==> src/rtl/counter_mod_n_presc_if.sv <==
// Control/status bundle for counter_mod_n_presc: run/direction/load controls in, count/wrap/tick out.
interface counter_mod_n_presc_if #(
    parameter int WIDTH = 4
);
    logic             En;
    logic             Up;
    logic             Load;
    logic [WIDTH-1:0] Load_Val;
    logic [WIDTH-1:0] Count;
    logic             Tc;
    logic             Tick;

    modport master (
        output En, Up, Load, Load_Val,
        input  Count, Tc, Tick
    );

    modport slave (
        input  En, Up, Load, Load_Val,
        output Count, Tc, Tick
    );
endinterface

==> src/rtl/counter_mod_n_presc.sv <==
// Modulo-N up/down counter stepped by a one-cycle clock-enable prescaler tick.
// Build option: define COUNTER_PRESCALER_EN for the DIV prescaler; undefined steps every enabled cycle.
module counter_mod_n_presc #(
    parameter int WIDTH   = 4,
    parameter int MODULUS = 16,
    parameter int DIV     = 100_000_000
) (
    input  logic                   Clk,
    input  logic                   Reset,
    counter_mod_n_presc_if.slave   bus
);

    if ((MODULUS < 2) || (MODULUS > (2 ** WIDTH))) begin : g_bad_modulus
        $error("counter_mod_n_presc: MODULUS must satisfy 2 <= MODULUS <= 2**WIDTH");
    end

    if (DIV < 1) begin : g_bad_div
        $error("counter_mod_n_presc: DIV must be at least 1");
    end

    localparam logic [WIDTH-1:0] MAX_C = WIDTH'(MODULUS - 1);

    // Out-of-range load values saturate to the top of the count range.
    function automatic logic [WIDTH-1:0] clamp_load(input logic [WIDTH-1:0] v);
        logic [WIDTH-1:0] r;
        if (v > MAX_C) begin
            r = MAX_C;
        end else begin
            r = v;
        end
        return r;
    endfunction

    logic             tick_s;
    logic [WIDTH-1:0] count_q;
    logic [WIDTH-1:0] count_d;
    logic             tc_q;
    logic             tc_d;

`ifdef COUNTER_PRESCALER_EN
    localparam int               DIV_W    = (DIV > 1) ? $clog2(DIV) : 1;
    localparam logic [DIV_W-1:0] DIV_LAST = DIV_W'(DIV - 1);

    logic [DIV_W-1:0] div_q;
    logic [DIV_W-1:0] div_d;

    // Tick on the last prescaler phase; suppressed by reset and load.
    always_comb begin
        tick_s = bus.En & (div_q == DIV_LAST) & ~Reset & ~bus.Load;
    end

    // Prescaler next state: load discards the partial count, En=0 freezes it.
    always_comb begin
        div_d = div_q;
        if (bus.Load) begin
            div_d = {DIV_W{1'b0}};
        end else if (bus.En) begin
            if (div_q == DIV_LAST) begin
                div_d = {DIV_W{1'b0}};
            end else begin
                div_d = div_q + DIV_W'(1);
            end
        end else begin
            div_d = div_q;
        end
    end

    // Prescaler register.
    always_ff @(posedge Clk) begin
        if (Reset) begin
            div_q <= {DIV_W{1'b0}};
        end else begin
            div_q <= div_d;
        end
    end
`else
    // Without the prescaler every enabled cycle is a step.
    always_comb begin
        tick_s = bus.En & ~Reset & ~bus.Load;
    end
`endif

    // Count next state: load beats a coincident tick; wraps raise Tc for one cycle.
    always_comb begin
        count_d = count_q;
        tc_d    = 1'b0;
        if (bus.Load) begin
            count_d = clamp_load(bus.Load_Val);
        end else if (tick_s) begin
            if (bus.Up) begin
                if (count_q == MAX_C) begin
                    count_d = {WIDTH{1'b0}};
                    tc_d    = 1'b1;
                end else begin
                    count_d = count_q + WIDTH'(1);
                end
            end else begin
                if (count_q == {WIDTH{1'b0}}) begin
                    count_d = MAX_C;
                    tc_d    = 1'b1;
                end else begin
                    count_d = count_q - WIDTH'(1);
                end
            end
        end else begin
            count_d = count_q;
        end
    end

    // Count and terminal-count registers.
    always_ff @(posedge Clk) begin
        if (Reset) begin
            count_q <= {WIDTH{1'b0}};
            tc_q    <= 1'b0;
        end else begin
            count_q <= count_d;
            tc_q    <= tc_d;
        end
    end

    assign bus.Count = count_q;
    assign bus.Tc    = tc_q;
    assign bus.Tick  = tick_s;

endmodule
==> src/flat_wrapper.sv <==
// flat-port wrapper written by rule: the top's interface ports become plain ports
module counter_mod_n_presc_flat 
#(
    parameter int WIDTH   = 4,
    parameter int MODULUS = 16,
    parameter int DIV     = 100_000_000
)
  (Clk, Reset, bus_En, bus_Up, bus_Load, bus_Load_Val, bus_Count, bus_Tc, bus_Tick);
  counter_mod_n_presc_if #(.WIDTH(WIDTH)) bus_i ();
  input  logic Clk;
  input  logic Reset;
  input wire logic [$bits(bus_i.En)-1:0] bus_En;
  input wire logic [$bits(bus_i.Up)-1:0] bus_Up;
  input wire logic [$bits(bus_i.Load)-1:0] bus_Load;
  input wire logic [$bits(bus_i.Load_Val)-1:0] bus_Load_Val;
  output wire logic [$bits(bus_i.Count)-1:0] bus_Count;
  output wire logic [$bits(bus_i.Tc)-1:0] bus_Tc;
  output wire logic [$bits(bus_i.Tick)-1:0] bus_Tick;
  assign bus_i.En = bus_En;
  assign bus_i.Up = bus_Up;
  assign bus_i.Load = bus_Load;
  assign bus_i.Load_Val = bus_Load_Val;
  assign bus_Count = bus_i.Count;
  assign bus_Tc = bus_i.Tc;
  assign bus_Tick = bus_i.Tick;
  counter_mod_n_presc #(.WIDTH(WIDTH), .MODULUS(MODULUS), .DIV(DIV)) u_core (.Clk(Clk), .Reset(Reset), .bus(bus_i));
endmodule
==> config.mk <==
export PLATFORM = sky130hd
export DESIGN_NAME = counter_mod_n_presc_flat
export DESIGN_NICKNAME = d
export VERILOG_FILES = /design/src/rtl/counter_mod_n_presc_if.sv /design/src/rtl/counter_mod_n_presc.sv /design/src/flat_wrapper.sv
export SDC_FILE = /design/constraint.sdc
export NUM_CORES = 1
export LEC_CHECK = 0
export ABC_CLOCK_PERIOD_IN_PS = 1600
export BUFFER_PORTS_ARGS = -buffer_cell sky130_fd_sc_hd__buf_2
export CORE_AREA = 5 5 42 44
export CTS_CLUSTER_DIAMETER = 150
export DETAILED_ROUTE_END_ITERATION = 6
export DIE_AREA = 0 0 47 49
export PLACE_DENSITY = 0.49
export SKIP_LAST_GASP = 1
export SLEW_MARGIN = 30
export SYNTH_ARGS = -nofsm -noshare
export SYNTH_HDL_FRONTEND = slang
export SYNTH_SLANG_ARGS = --single-unit
==> constraint.sdc <==
create_clock -name Clk -period 1.6 [get_ports Clk]
set_input_delay 0.16 -clock Clk [delete_from_list [all_inputs] [get_ports Clk]]
set_output_delay 0.16 -clock Clk [all_outputs]
set_load 0.01 [all_outputs]
Yosys cells after proc, flatten, opt, wreduce, memory -nomap -nowiden
Index checks and enable logic that the tools add are counted.
{ "word_totals": {"ff_bits": 5, "output_inout_bits": 6, "word_cells": 23} }
{ "classes": {"addsub": 2, "n_lt_le_gt_ge": 1, "eq_ne": 1, "n_mux": 9, "bitwise_logic": 5, "n_reduce_logical": 3} }
{ "ops": {"columns": ["operator", "count"], "rows": [
  ["2-to-1 mux 4 bit", 6],
  ["adder 4 x 1 -> 4 bit (second input constant)", 1],
  ["== test 4 bit (second input constant)", 1],
  ["greater-than comparator 4 bit (second input constant)", 1],
  ["zero test 4 bit", 1],
  ["subtractor 4 x 1 -> 4 bit (second input constant)", 1],
  ["2-to-1 mux 1 bit", 3],
  ["inverter 1 bit", 3],
  ["OR reduction 3 bit", 1],
  ["AND 1 bit", 2],
  ["nonzero test 2 bit", 1]
]} }

Logic depth before layout (Yosys ltp)
{ "depth": {"word_depth": 5, "ltp_mapped": 6, "ltp_nobuf": 6} }

Worst setup path after synthesis
OpenSTA, ideal clock, no wires.
{ "synth_timing": {"kind": "reg2reg", "from": "register u_core.count_q[0], in the netlist u_core.bus.Count[0]", "to": "register u_core.count_q[3], in the netlist u_core.bus.Count[3]", "setup_time_ns": 0.079, "arrival_time_ns": 1.321, "required_ns": 1.521, "path_slack_ns": 0.200, "stages_incl_launch_ff": 6, "path_buffers": 0, "synth_period_minus_slack_ns": 1.400, "path_cell_list": "dfxtp_1 inv_1 ha_1 or4b_4 o211a_1 a211oi_2"} }
{ "synth_via": {"elab_chain_cells": 5, "elab_cells_between_ends": 9} }
{ "synth_rtl": {"columns": ["element", "line", "text"], "rows": [
  ["from (decl)", "counter_mod_n_presc.sv:35", "logic [WIDTH-1:0] count_q;"],
  ["from (signal assigned)", "counter_mod_n_presc.sv:113", "count_q <= {WIDTH{1'b0}};"],
  ["from (signal assigned)", "counter_mod_n_presc.sv:116", "count_q <= count_d;"],
  ["subtractor 4 x 1 -> 4 bit, or another cell as far along", "counter_mod_n_presc.sv:102", "count_d = count_q - WIDTH'(1);"],
  ["2-to-1 mux 4 bit, on equally long branches", "counter_mod_n_presc.sv:98, counter_mod_n_presc.sv:91", null],
  ["2-to-1 mux 4 bit *", "counter_mod_n_presc.sv:90", "if (bus.Up) begin"],
  ["2-to-1 mux 4 bit *", "counter_mod_n_presc.sv:89", "end else if (tick_s) begin"],
  ["2-to-1 mux 4 bit *", "counter_mod_n_presc.sv:87", "if (bus.Load) begin"]
]} }
Every way passes the cells marked *; elsewhere a longest branch is shown, timed or not. The select of a mux whose other input is x is not followed.
A chain may end at the register's enable or synchronous reset.

Worst setup path after layout
Same ends and word-level chain as after synthesis.

==> flow_summary.json <==
{
  "ys_seq_area_share_pct": 28.0,
  "utilization_pct": 34.1,
  "core_sq_um": 1400,
  "h-tree-depth": 1,
  "cts_resized": 0,
  "clock_path_buffers": 2,
  "fin_setup_tns_ps": 0,
  "wl_per_cell_um": 11.0,
  "die_w_um": 47,
  "cts_setup_buffers": 0,
  "synth-compound-area-share_pct": 23.4,
  "drc": 0,
  "hold_viol_final": 0,
  "place_congestion": 0.667,
  "fin_nets": 73,
  "initial_core_util_pct": 25.5,
  "synth-edff-count": 0,
  "cts_root_buffer": "clkbuf_4",
  "async_reset_ff_share_pct": 0,
  "antenna_found_initial": 0,
  "seqPwrFrac_pct": 37.0,
  "min_path_type": "in2reg",
  "worstSetupStartpointType": "register",
  "clk_pin_slew_ps": 40,
  "rsz0062_at_grt": "no",
  "grt_pass1_vias": 387,
  "critPathKind": "reg2reg",
  "power.internal_w": 0.000281,
  "required_ps": 1760,
  "ys_types": 26,
  "fin_crit_sh_pct": 91.8,
  "synth-seq-cells": 5,
  "critPathMaxFanout": 8,
  "synth_nets": 54,
  "layout-drive-gt1-share_pct": 32.8,
  "cts.sinks": 5,
  "fin_skew_ps": 3.05,
  "gr-usage-all-layers_pct": 9.51,
  "io_buffers": 14,
  "synthCells": 43,
  "post-dp-hpwl_um": 701,
  "via_per_inst": 4.78,
  "cts_tree": "built",
  "final_cell_mix": "buf_2 (14), dfxtp_1 (5), nand2_1 (4)",
  "n_fill_cell": 162,
  "slew_viol_final": 0,
  "clk_latency_ps": 240,
  "p_sw_share_pct": 28.7,
  "ys.warnings.count": 0,
  "status": "finished, final reports clean",
  "postCtsHoldBufs": 0,
  "slew_headroom_pct": 83.1,
  "fin_crit_ps": 1470,
  "layout_commonest_cell": "buf_2",
  "grt_pass1_wl_um": 1590,
  "grt_max_degree": 12,
  "power_switching_w": 0.000113,
  "dieArea_sq_um": 2300,
  "vdd_drop_max_mv": 0.345,
  "dr.pass1.iters": 4,
  "synth_mux_area_share_pct": 5.94,
  "ant_nets": 0,
  "die_height_um": 49,
  "netlist_area_sq_um": 358,
  "ioPinCount": 15,
  "power.density_nw_per_um2": 826,
  "cap_violations": 0,
  "p_clk_share_pct": 37.5,
  "overflow": 0,
  "cts_buffers": 3,
  "cp-end-kind": "register",
  "synth_top_family_by_area": "simple AND/OR/NAND/NOR gates",
  "ys.flop_type": "dfxtp_1",
  "tightest_slew_ps": 253,
  "area_growth_pct": 33.6,
  "drt_iter0_drc": 2,
  "rows": 14,
  "fmax_mhz": 681,
  "multi_input_area_sq_um": 243,
  "worst-endpoint-arrival_ps": 1630,
  "setup_violations": 0,
  "route.vias.total": 368,
  "antenna_cells": 0,
  "avgSynthCellArea_sq_um": 8.32,
  "synthSimpleGateAreaFrac_pct": 24.1,
  "synthAdderAreaFrac_pct": 6.99,
  "synth_xor_area_share_pct": 7.34,
  "p_leak_nw": 0.233,
  "fin_total_pwr_w": 0.000395,
  "comb_power_share_pct": 25.5,
  "routed_wl_um": 848,
  "area.sequential_sq_um": 100
}
## metal layers
layer / wire length [um] / global-route usage [%]
met5: 0 / 0
met1: 399 / 12.5
met2: 360 / 12.0
met4: 6 / 2.76
met3: 81 / 7.01
## final timing paths
path	slack (ps)	from	end	cells past startpoint
setup / recovery	130	u_core.bus.Count[0]	u_core.bus.Count[3]	5
setup reg to reg	130	u_core.bus.Count[0]	u_core.bus.Count[3]	5
hold reg to reg	570	u_core.bus.Count[3]	u_core.bus.Tc	2
hold / removal	150	Reset	u_core.bus.Count[3]	2
## power by group through the flow
stage / clock, W / combinational, W / sequential (W)
after detailed placement: 0 / 0.000102 / 0.000149
after CTS: 0.000154 / 0.000103 / 0.000146
after floorplan: 0 / 0.0000604 / 0.000153
after global routing: 0.000168 / 0.000115 / 0.000148
final: 0.000148 / 0.000101 / 0.000146
after global placement: 0 / 0.000103 / 0.000149
## synthesized netlist by cell type (2+ instances only)
library cell,number,area [sq um]
a21oi_1,3,15.0
inv_1,3,11.3
nand2_1,4,15.0
dfxtp_1,5,100
nor2_1,3,11.3
o21ai_1,2,10.0
xnor2_1,3,26.3
ha_1,2,25.0
## state kept, by name, indices dropped and copies added, names as in the netlist
name / cells
u_core.bus.Count: 4
u_core.bus.Tc: 1
## kinds of logic after synthesis
| family | after synthesis |
|---|---|
| AOI/OAI and AO/OA | 12 |
| xor gates and xnor gates | 3 |
| adders and majority gates | 2 |
| buffers and inverters | 4 |
| DFF | 5 |
| muxes | 2 |
| and+or+nand+nor | 15 |
## worst max-delay path, cell delays in order (launching register included)
cell and delay (ps):
dfxtp_1 370, inv_1 80, ha_1 160, or4b_4 470, o211a_1 130, a211oi_2 170
## cell type report
class | instances | area share [%]
timing repair buffer | 15 | 16.2
multi-input combinational | 34 | 50.8
sequential | 5 | 20.9
clock buffer | 4 | 5.50
tap | 16 | 4.19
inverter | 3 | 2.36
## per-stage QoR
stage          setup WS (ps)  cells  hold WS, ps  cell area [sq um]
2_1_floorplan            200     43          225                358
3_3_place_gp             130     73          401                452
4_1_cts                  110     77          140                478
6_report                 131     77          151                478
3_5_place_dp             120     73          397                452
5_1_grt                 32.7     77          151                478
(Power assumes the default switching activity.)
